$ cat src/rtl/lsu_pkg.sv
// Shared definitions for the load/store unit: funct3 encodings, FSM states
// and the byte-enable width.
package lsu_pkg;

   localparam int LSU_BE_W = 4;

   localparam logic [2:0] LSU_B  = 3'b000;
   localparam logic [2:0] LSU_H  = 3'b001;
   localparam logic [2:0] LSU_W  = 3'b010;
   localparam logic [2:0] LSU_BU = 3'b100;
   localparam logic [2:0] LSU_HU = 3'b101;

   typedef enum logic [1:0] {
      S_IDLE = 2'd0,
      S_REQ  = 2'd1,
      S_WAIT = 2'd2,
      S_RESP = 2'd3
   } lsu_state_t;

endpackage

$ cat src/rtl/lsu_align.sv
// Combinational lane logic: legality/alignment check, byte enables,
// store-data replication and load-data extract/extend.
module lsu_align
   import lsu_pkg::*;
#(
   parameter int WIDTH = 32
) (
   input  logic                we_i,
   input  logic [2:0]          funct3_i,
   input  logic [1:0]          offset_i,
   input  logic [WIDTH-1:0]    wdata_i,
   input  logic [WIDTH-1:0]    rdata_i,
   output logic                err_o,
   output logic [LSU_BE_W-1:0] be_o,
   output logic [WIDTH-1:0]    wdata_o,
   output logic [WIDTH-1:0]    rdata_o
);

   logic             illegal;
   logic             misaligned;
   logic [WIDTH-1:0] shifted;

   always_comb begin
      illegal    = 1'b0;
      misaligned = 1'b0;
      case (funct3_i)
         LSU_B:  misaligned = 1'b0;
         LSU_H:  misaligned = offset_i[0];
         LSU_W:  misaligned = |offset_i;
         LSU_BU: illegal    = we_i;
         LSU_HU: begin
            illegal    = we_i;
            misaligned = offset_i[0];
         end
         default: illegal = 1'b1;
      endcase
   end

   assign err_o = illegal | misaligned;

   // funct3[1:0] encodes the access size for every legal op
   always_comb begin
      be_o    = 4'b1111;
      wdata_o = wdata_i;
      case (funct3_i[1:0])
         2'b00: begin
            be_o    = 4'b0001 << offset_i;
            wdata_o = {4{wdata_i[7:0]}};
         end
         2'b01: begin
            be_o    = 4'b0011 << offset_i;
            wdata_o = {2{wdata_i[15:0]}};
         end
         default: begin
            be_o    = 4'b1111;
            wdata_o = wdata_i;
         end
      endcase
   end

   assign shifted = rdata_i >> {offset_i, 3'b000};

   always_comb begin
      rdata_o = '0;
      case (funct3_i)
         LSU_B:   rdata_o = {{(WIDTH-8){shifted[7]}}, shifted[7:0]};
         LSU_H:   rdata_o = {{(WIDTH-16){shifted[15]}}, shifted[15:0]};
         LSU_W:   rdata_o = rdata_i;
         LSU_BU:  rdata_o = {{(WIDTH-8){1'b0}}, shifted[7:0]};
         LSU_HU:  rdata_o = {{(WIDTH-16){1'b0}}, shifted[15:0]};
         default: rdata_o = '0;
      endcase
   end

endmodule

$ cat src/rtl/load_store_unit.sv
// Single-outstanding RV32I load/store unit on a req/gnt/rvalid bus.
// Define LSU_BUS_TIMEOUT_EN to abort bus waits after TIMEOUT_CYCLES cycles.
module load_store_unit
   import lsu_pkg::*;
#(
   parameter int WIDTH          = 32,
   parameter int TIMEOUT_CYCLES = 255
) (
   input  logic                clk,
   input  logic                rst_n,
   input  logic                req_valid,
   output logic                req_ready,
   input  logic                req_we,
   input  logic [2:0]          req_funct3,
   input  logic [WIDTH-1:0]    req_addr,
   input  logic [WIDTH-1:0]    req_wdata,
   input  logic [4:0]          req_rd,
   output logic                mem_req,
   output logic                mem_we,
   output logic [WIDTH-1:0]    mem_addr,
   output logic [LSU_BE_W-1:0] mem_be,
   output logic [WIDTH-1:0]    mem_wdata,
   input  logic                mem_gnt,
   input  logic                mem_rvalid,
   input  logic [WIDTH-1:0]    mem_rdata,
   output logic                rsp_valid,
   output logic [WIDTH-1:0]    rsp_rdata,
   output logic [4:0]          rsp_rd,
   output logic                rsp_err,
   output logic                busy
);

   if (WIDTH != 32 || TIMEOUT_CYCLES < 1) begin : g_bad_param
      $error("load_store_unit: WIDTH must be 32 and TIMEOUT_CYCLES >= 1");
   end

   lsu_state_t       state_q, state_d;
   logic [WIDTH-1:0] addr_q, wdata_q, rdata_q, rdata_d;
   logic [2:0]       funct3_q;
   logic [4:0]       rd_q;
   logic             we_q, err_q, err_d;
   logic             idle, accept, timeout;

   logic                al_we;
   logic [2:0]          al_funct3;
   logic [1:0]          al_offset;
   logic [WIDTH-1:0]    al_wdata, al_wdata_rep, al_rdata;
   logic [LSU_BE_W-1:0] al_be;
   logic                al_err;

   assign idle   = (state_q == S_IDLE);
   assign accept = req_valid && idle;

   // In IDLE the lane logic checks the incoming request; afterwards it
   // works from the captured copy so bus fields stay stable.
   assign al_we     = idle ? req_we            : we_q;
   assign al_funct3 = idle ? req_funct3        : funct3_q;
   assign al_offset = idle ? req_addr[1:0]     : addr_q[1:0];
   assign al_wdata  = idle ? req_wdata         : wdata_q;

   lsu_align #(.WIDTH(WIDTH)) u_align (
      .we_i     (al_we),
      .funct3_i (al_funct3),
      .offset_i (al_offset),
      .wdata_i  (al_wdata),
      .rdata_i  (mem_rdata),
      .err_o    (al_err),
      .be_o     (al_be),
      .wdata_o  (al_wdata_rep),
      .rdata_o  (al_rdata)
   );

`ifdef LSU_BUS_TIMEOUT_EN
   localparam int CNT_W = $clog2(TIMEOUT_CYCLES + 1);
   logic [CNT_W-1:0] cnt_q, cnt_d;

   assign timeout = ((state_q == S_REQ && !mem_gnt) || (state_q == S_WAIT && !mem_rvalid))
                    && (cnt_q == CNT_W'(TIMEOUT_CYCLES - 1));

   // Counter restarts whenever the state changes
   always_comb begin
      cnt_d = '0;
      if ((state_q == S_REQ || state_q == S_WAIT) && state_d == state_q)
         cnt_d = cnt_q + 1'b1;
   end

   always_ff @(posedge clk or negedge rst_n) begin
      if (!rst_n) cnt_q <= '0;
      else        cnt_q <= cnt_d;
   end
`else
   assign timeout = 1'b0;
`endif

   always_ff @(posedge clk or negedge rst_n) begin
      if (!rst_n) state_q <= S_IDLE;
      else        state_q <= state_d;
   end

   always_comb begin
      state_d = state_q;
      case (state_q)
         S_IDLE: if (req_valid) state_d = al_err ? S_RESP : S_REQ;
         S_REQ: begin
            if (mem_gnt)      state_d = we_q ? S_RESP : S_WAIT;
            else if (timeout) state_d = S_RESP;
         end
         S_WAIT: if (mem_rvalid || timeout) state_d = S_RESP;
         S_RESP: state_d = S_IDLE;
         default: state_d = S_IDLE;
      endcase
   end

   always_comb begin
      err_d   = err_q;
      rdata_d = rdata_q;
      if (accept) begin
         err_d   = al_err;
         rdata_d = '0;
      end else if (state_q == S_WAIT && mem_rvalid) begin
         rdata_d = al_rdata;
      end else if (timeout) begin
         err_d   = 1'b1;
         rdata_d = '0;
      end
   end

   always_ff @(posedge clk or negedge rst_n) begin
      if (!rst_n) begin
         addr_q   <= '0;
         we_q     <= 1'b0;
         funct3_q <= '0;
         wdata_q  <= '0;
         rd_q     <= '0;
         err_q    <= 1'b0;
         rdata_q  <= '0;
      end else begin
         if (accept) begin
            addr_q   <= req_addr;
            we_q     <= req_we;
            funct3_q <= req_funct3;
            wdata_q  <= req_wdata;
            rd_q     <= req_rd;
         end
         err_q   <= err_d;
         rdata_q <= rdata_d;
      end
   end

   always_comb begin
      req_ready = 1'b0;
      busy      = 1'b1;
      mem_req   = 1'b0;
      mem_we    = 1'b0;
      mem_addr  = '0;
      mem_be    = '0;
      mem_wdata = '0;
      rsp_valid = 1'b0;
      rsp_rdata = '0;
      rsp_rd    = '0;
      rsp_err   = 1'b0;
      case (state_q)
         S_IDLE: begin
            req_ready = 1'b1;
            busy      = 1'b0;
         end
         S_REQ: begin
            mem_req   = 1'b1;
            mem_we    = we_q;
            mem_addr  = {addr_q[WIDTH-1:2], 2'b00};
            mem_be    = al_be;
            mem_wdata = al_wdata_rep;
         end
         S_RESP: begin
            rsp_valid = 1'b1;
            rsp_rdata = rdata_q;
            rsp_rd    = rd_q;
            rsp_err   = err_q;
         end
         default: ;
      endcase
   end

endmodule
$ cat config.mk
export PLATFORM = sky130hd
export DESIGN_NAME = load_store_unit
export DESIGN_NICKNAME = d
export VERILOG_FILES = /design/src/rtl/lsu_pkg.sv /design/src/rtl/lsu_align.sv /design/src/rtl/load_store_unit.sv
export SDC_FILE = /design/constraint.sdc
export NUM_CORES = 1
export LEC_CHECK = 0
export BUFFER_PORTS_ARGS = -buffer_cell sky130_fd_sc_hd__buf_4
export CAP_MARGIN = 40
export CORE_ASPECT_RATIO = 0.5
export CORE_MARGIN = 3
export CORE_UTILIZATION = 50
export DETAILED_ROUTE_END_ITERATION = 16
export GPL_TIMING_DRIVEN = 0
export PLACE_DENSITY = 0.79
export SLEW_MARGIN = 25
export SYNTH_ARGS = -nofsm -noshare
export SYNTH_HDL_FRONTEND = slang
export SYNTH_HIERARCHICAL = 1
export SYNTH_SLANG_ARGS = --single-unit
$ cat constraint.sdc
create_clock -name clk -period 7.7 [get_ports clk]
set_input_delay 1.54 -clock clk [delete_from_list [all_inputs] [get_ports clk]]
set_output_delay 1.54 -clock clk [all_outputs]
set_load 0.05 [all_outputs]
==> key figures <==
Critical path
  – Worst Setup End Kind: output port
  – WP buf/inv: 5
  – Critical Path RT: 6.16 ns
  – Critical Path AT: 3.85 ns
  – Crit start category: primary input
  – Critical path class: in2out
  – Critical path fanouts, max: 10
  – CP delay by family, top: buffers and inverters
  – Worst stage delay on the critical path: 0.59 ns
  – Register-to-register setup slack: 4.36 ns
  – CP dominant cell by count: clkbuf_1
  – Slowest cell on the critical path: clkbuf_1
  – CP Cell Sequence: buf_4, mux2_2, clkbuf_1, clkbuf_1, clkbuf_1, o21ai_0, and2_1, buf_4

Drt
  – Routed Antenna Nets: 0
  – Drt pass-1 iters: 4
  – DRT iter0 DRCs: 390
  – DRC Markers: 0
  – Routed WL per cell: 18.98 um
  – Avg Vias per Cell: 5.397
  – Drt total wl: 19060 um
  – Via count: 5419

Floorplanning
  – Die Footprint: 15150 sq um
  – Site row count: 29
  – Die Wd: 171.1 um
  – CORE AREA: 12990 sq um
  – Die Y: 88.56 um
  – IO Count: 221
  – Starting density of the core: 52.47%

Clock tree
  – Cts repair resizes: 0
  – Clock-pin slew on the worst setup and hold paths: 0.08 ns
  – TritonCTS clock tree: done
  – Clk_lat worst skew: 0.35 ns
  – Post-CTS Setup Bufs: 0
  – Clock sink count: 108
  – H-tree level count: 3
  – CTS Buf Count: 9
  – CTS Root Cell: clkbuf_16
  – Cts hold-fix bufs: 0
  – Clock Path Buffers: 2

Synthesis
  – Main flop type after synthesis: dfrtp_1
  – Mapped Cells: 598
  – Post-synth ARST share: 100.0%
  – Warnings, synthesis: 6
  – Distinct cells, synth: 40
  – EDFF count, synth: 0
  – Syn avg cell area: 11.40 sq um
  – Mapped cell area: 6815 sq um
  – Post-synthesis sequential area ratio: 39.65%
  – Yosys reg bits: 108

STA
  – RSZ-0062 raised after global routing: no
  – Final setup margin: 2.314 ns
  – Period utilization: 69.95%
  – Final setup viols: 0
  – Fmax achieved: 185.7 MHz
  – Slew Limit Fails: 0
  – Post-route setup TNS: 0 ns
  – Rel. slew slack: 43.55%
  – Clock skew: 0.009562 ns
  – Hold_ws: 0.5022 ns
  – Fin. Hold Viols: 0
  – Worst-Margin Slew: 0.8468 ns
  – Fin crit period: 5.386 ns

Placed design
  – GP Congestion: 0.8825
  – Pre-CTS WS: 2.467 ns
  – PortBufs: 218
  – Hpwl dp: 14360 um

Finish
  – Multi-input gate area: 3734 sq um
  – Final Util: 69.47%
  – Antenna Cells: 0
  – Fill cells: 981
  – Reg area: 2703 sq um
  – Layout area overhead: 32.40%
  – Layout cell share with drive strength beyond 1: 48.56%
  – Nets: 945

Hold path
  – Tightest Hold Check Type: reg2reg

Pwr
  – Cell area power density: 512.2 nW/um^2
  – Static Leak: 4.663 nW
  – Tot Pwr: 4.622 mW
  – IR drop worst, VDD: 0.3205 mV

GRT
  – Total global routing overflow: 0
  – Vias in the first global route: 5516
  – Total GRT Usage: 24.91%
  – Largest net degree at the start of global routing: 74
  – Initial antenna violation count: 0
  – First-pass GRT wire length: 29460 um

Run
  – # Max-Cap Violations: 0

Outcome
  – Status: complete, no violations
==> cells in the final DEF (no fill, tap or decap), types with 2 or more instances in the layout <==
master / instances
clkbuf_16: 9
mux4_2: 2
dfrtp_1: 108
and2_1: 112
buf_2: 12
clkbuf_1: 22
bufinv_16: 2
o2bb2ai_1: 7
mux2_4: 60
mux2i_1: 27
conb_1: 2
a21oi_1: 9
nand3_1: 15
buf_1: 2
inv_6: 2
nor3_1: 3
buf_6: 14
and3_1: 2
mux2_2: 68
o21ai_0: 14
nor2b_1: 3
clkinv_4: 2
o21bai_1: 3
a21o_1: 16
nand2b_1: 5
inv_1: 3
nor2_1: 16
ha_1: 6
buf_4: 227
or3_1: 2
nand2_1: 14
a22o_1: 32
==> cell usage after synthesis (2+ instances only) <==
cell	number	area (sq um)
nor3_1	3	15.01
mux2i_1	27	270.3
mux2_4	60	900.9
buf_2	12	60.06
o21bai_1	3	22.52
buf_6	13	146.4
mux2_2	68	765.7
ha_1	6	75.07
clkbuf_1	21	78.83
dfrtp_1	108	2703
buf_1	2	7.510
and2_1	112	700.7
a21o_1	16	120.1
inv_1	3	11.26
nand3_1	15	75.07
nor2_1	16	60.06
a21oi_1	9	45.04
buf_4	10	75.07
nand2_1	14	52.55
mux4_2	2	45.04
a22o_1	32	280.3
nand2b_1	5	31.28
nor2b_1	3	18.77
o2bb2ai_1	7	61.31
or3_1	2	12.51
o21ai_0	14	70.07
and3_1	2	12.51
==> sequential cells by signal, summed over array words and instances, names as in the netlist <==
register,count
wdata_q,32
state_q,2
addr_q,32
rd_q,5
funct3_q,3
rdata_q,32
err_q,1
we_q,1
==> power breakdown <==
part	internal (mW)	total (mW)	switching, mW
registers	0.856	1.02	0.159
logic	1.32	3.09	1.77
clock network	0.289	0.514	0.225
total	2.47	4.62	2.15
==> path summary, 6_finish.rpt <==
kind                          startpoint             to  depth (start not counted)
max                        req_funct3[1]  mem_wdata[27]                          8
min                           addr_q[17]     addr_q[17]                          1
max reg2reg                   state_q[0]     rdata_q[0]                         12
min reg2reg                   addr_q[17]     addr_q[17]                          1
max in group asynchronous          rst_n    wdata_q[14]                          2
min in group asynchronous          rst_n    rdata_q[21]                          1
==> area by class of cell <==
cell class	instances	share of cell area, %
Sequential cell	108	29.95
Multi-Input combinational cell	429	41.38
Clock inverter	6	1.054
Inverter	4	0.1664
Buffer	58	4.077
Clock buffer	10	2.537
Timing Repair Buffer	219	18.48
Tap cell	170	2.357
==> through the flow <==
stage | instances | cell area (sq um)
after floorplan | 599 | 6819
after global placement | 987 | 8668
after detailed placement | 988 | 8700
after CTS | 1004 | 9024
after global routing | 1004 | 9024
final | 1004 | 9024
==> cells by family after synthesis <==
group           synth area share (%)
simple gates                   15.09
mux                            29.08
flops                          39.65
compound gates                 9.400
buf+inv                        5.618
fa+ha+maj                      1.101
other cells                  0.05502
==> metal layers <==
metal	share of wire, %	track usage (%)	wire, um
met4	0.94	5.036	180
met1	44	34.11	8398
met3	6.2	4.061	1191
met5	0	0	0
met2	49	42.70	9289
No activity file was read; power rests on OpenSTA's default activity.
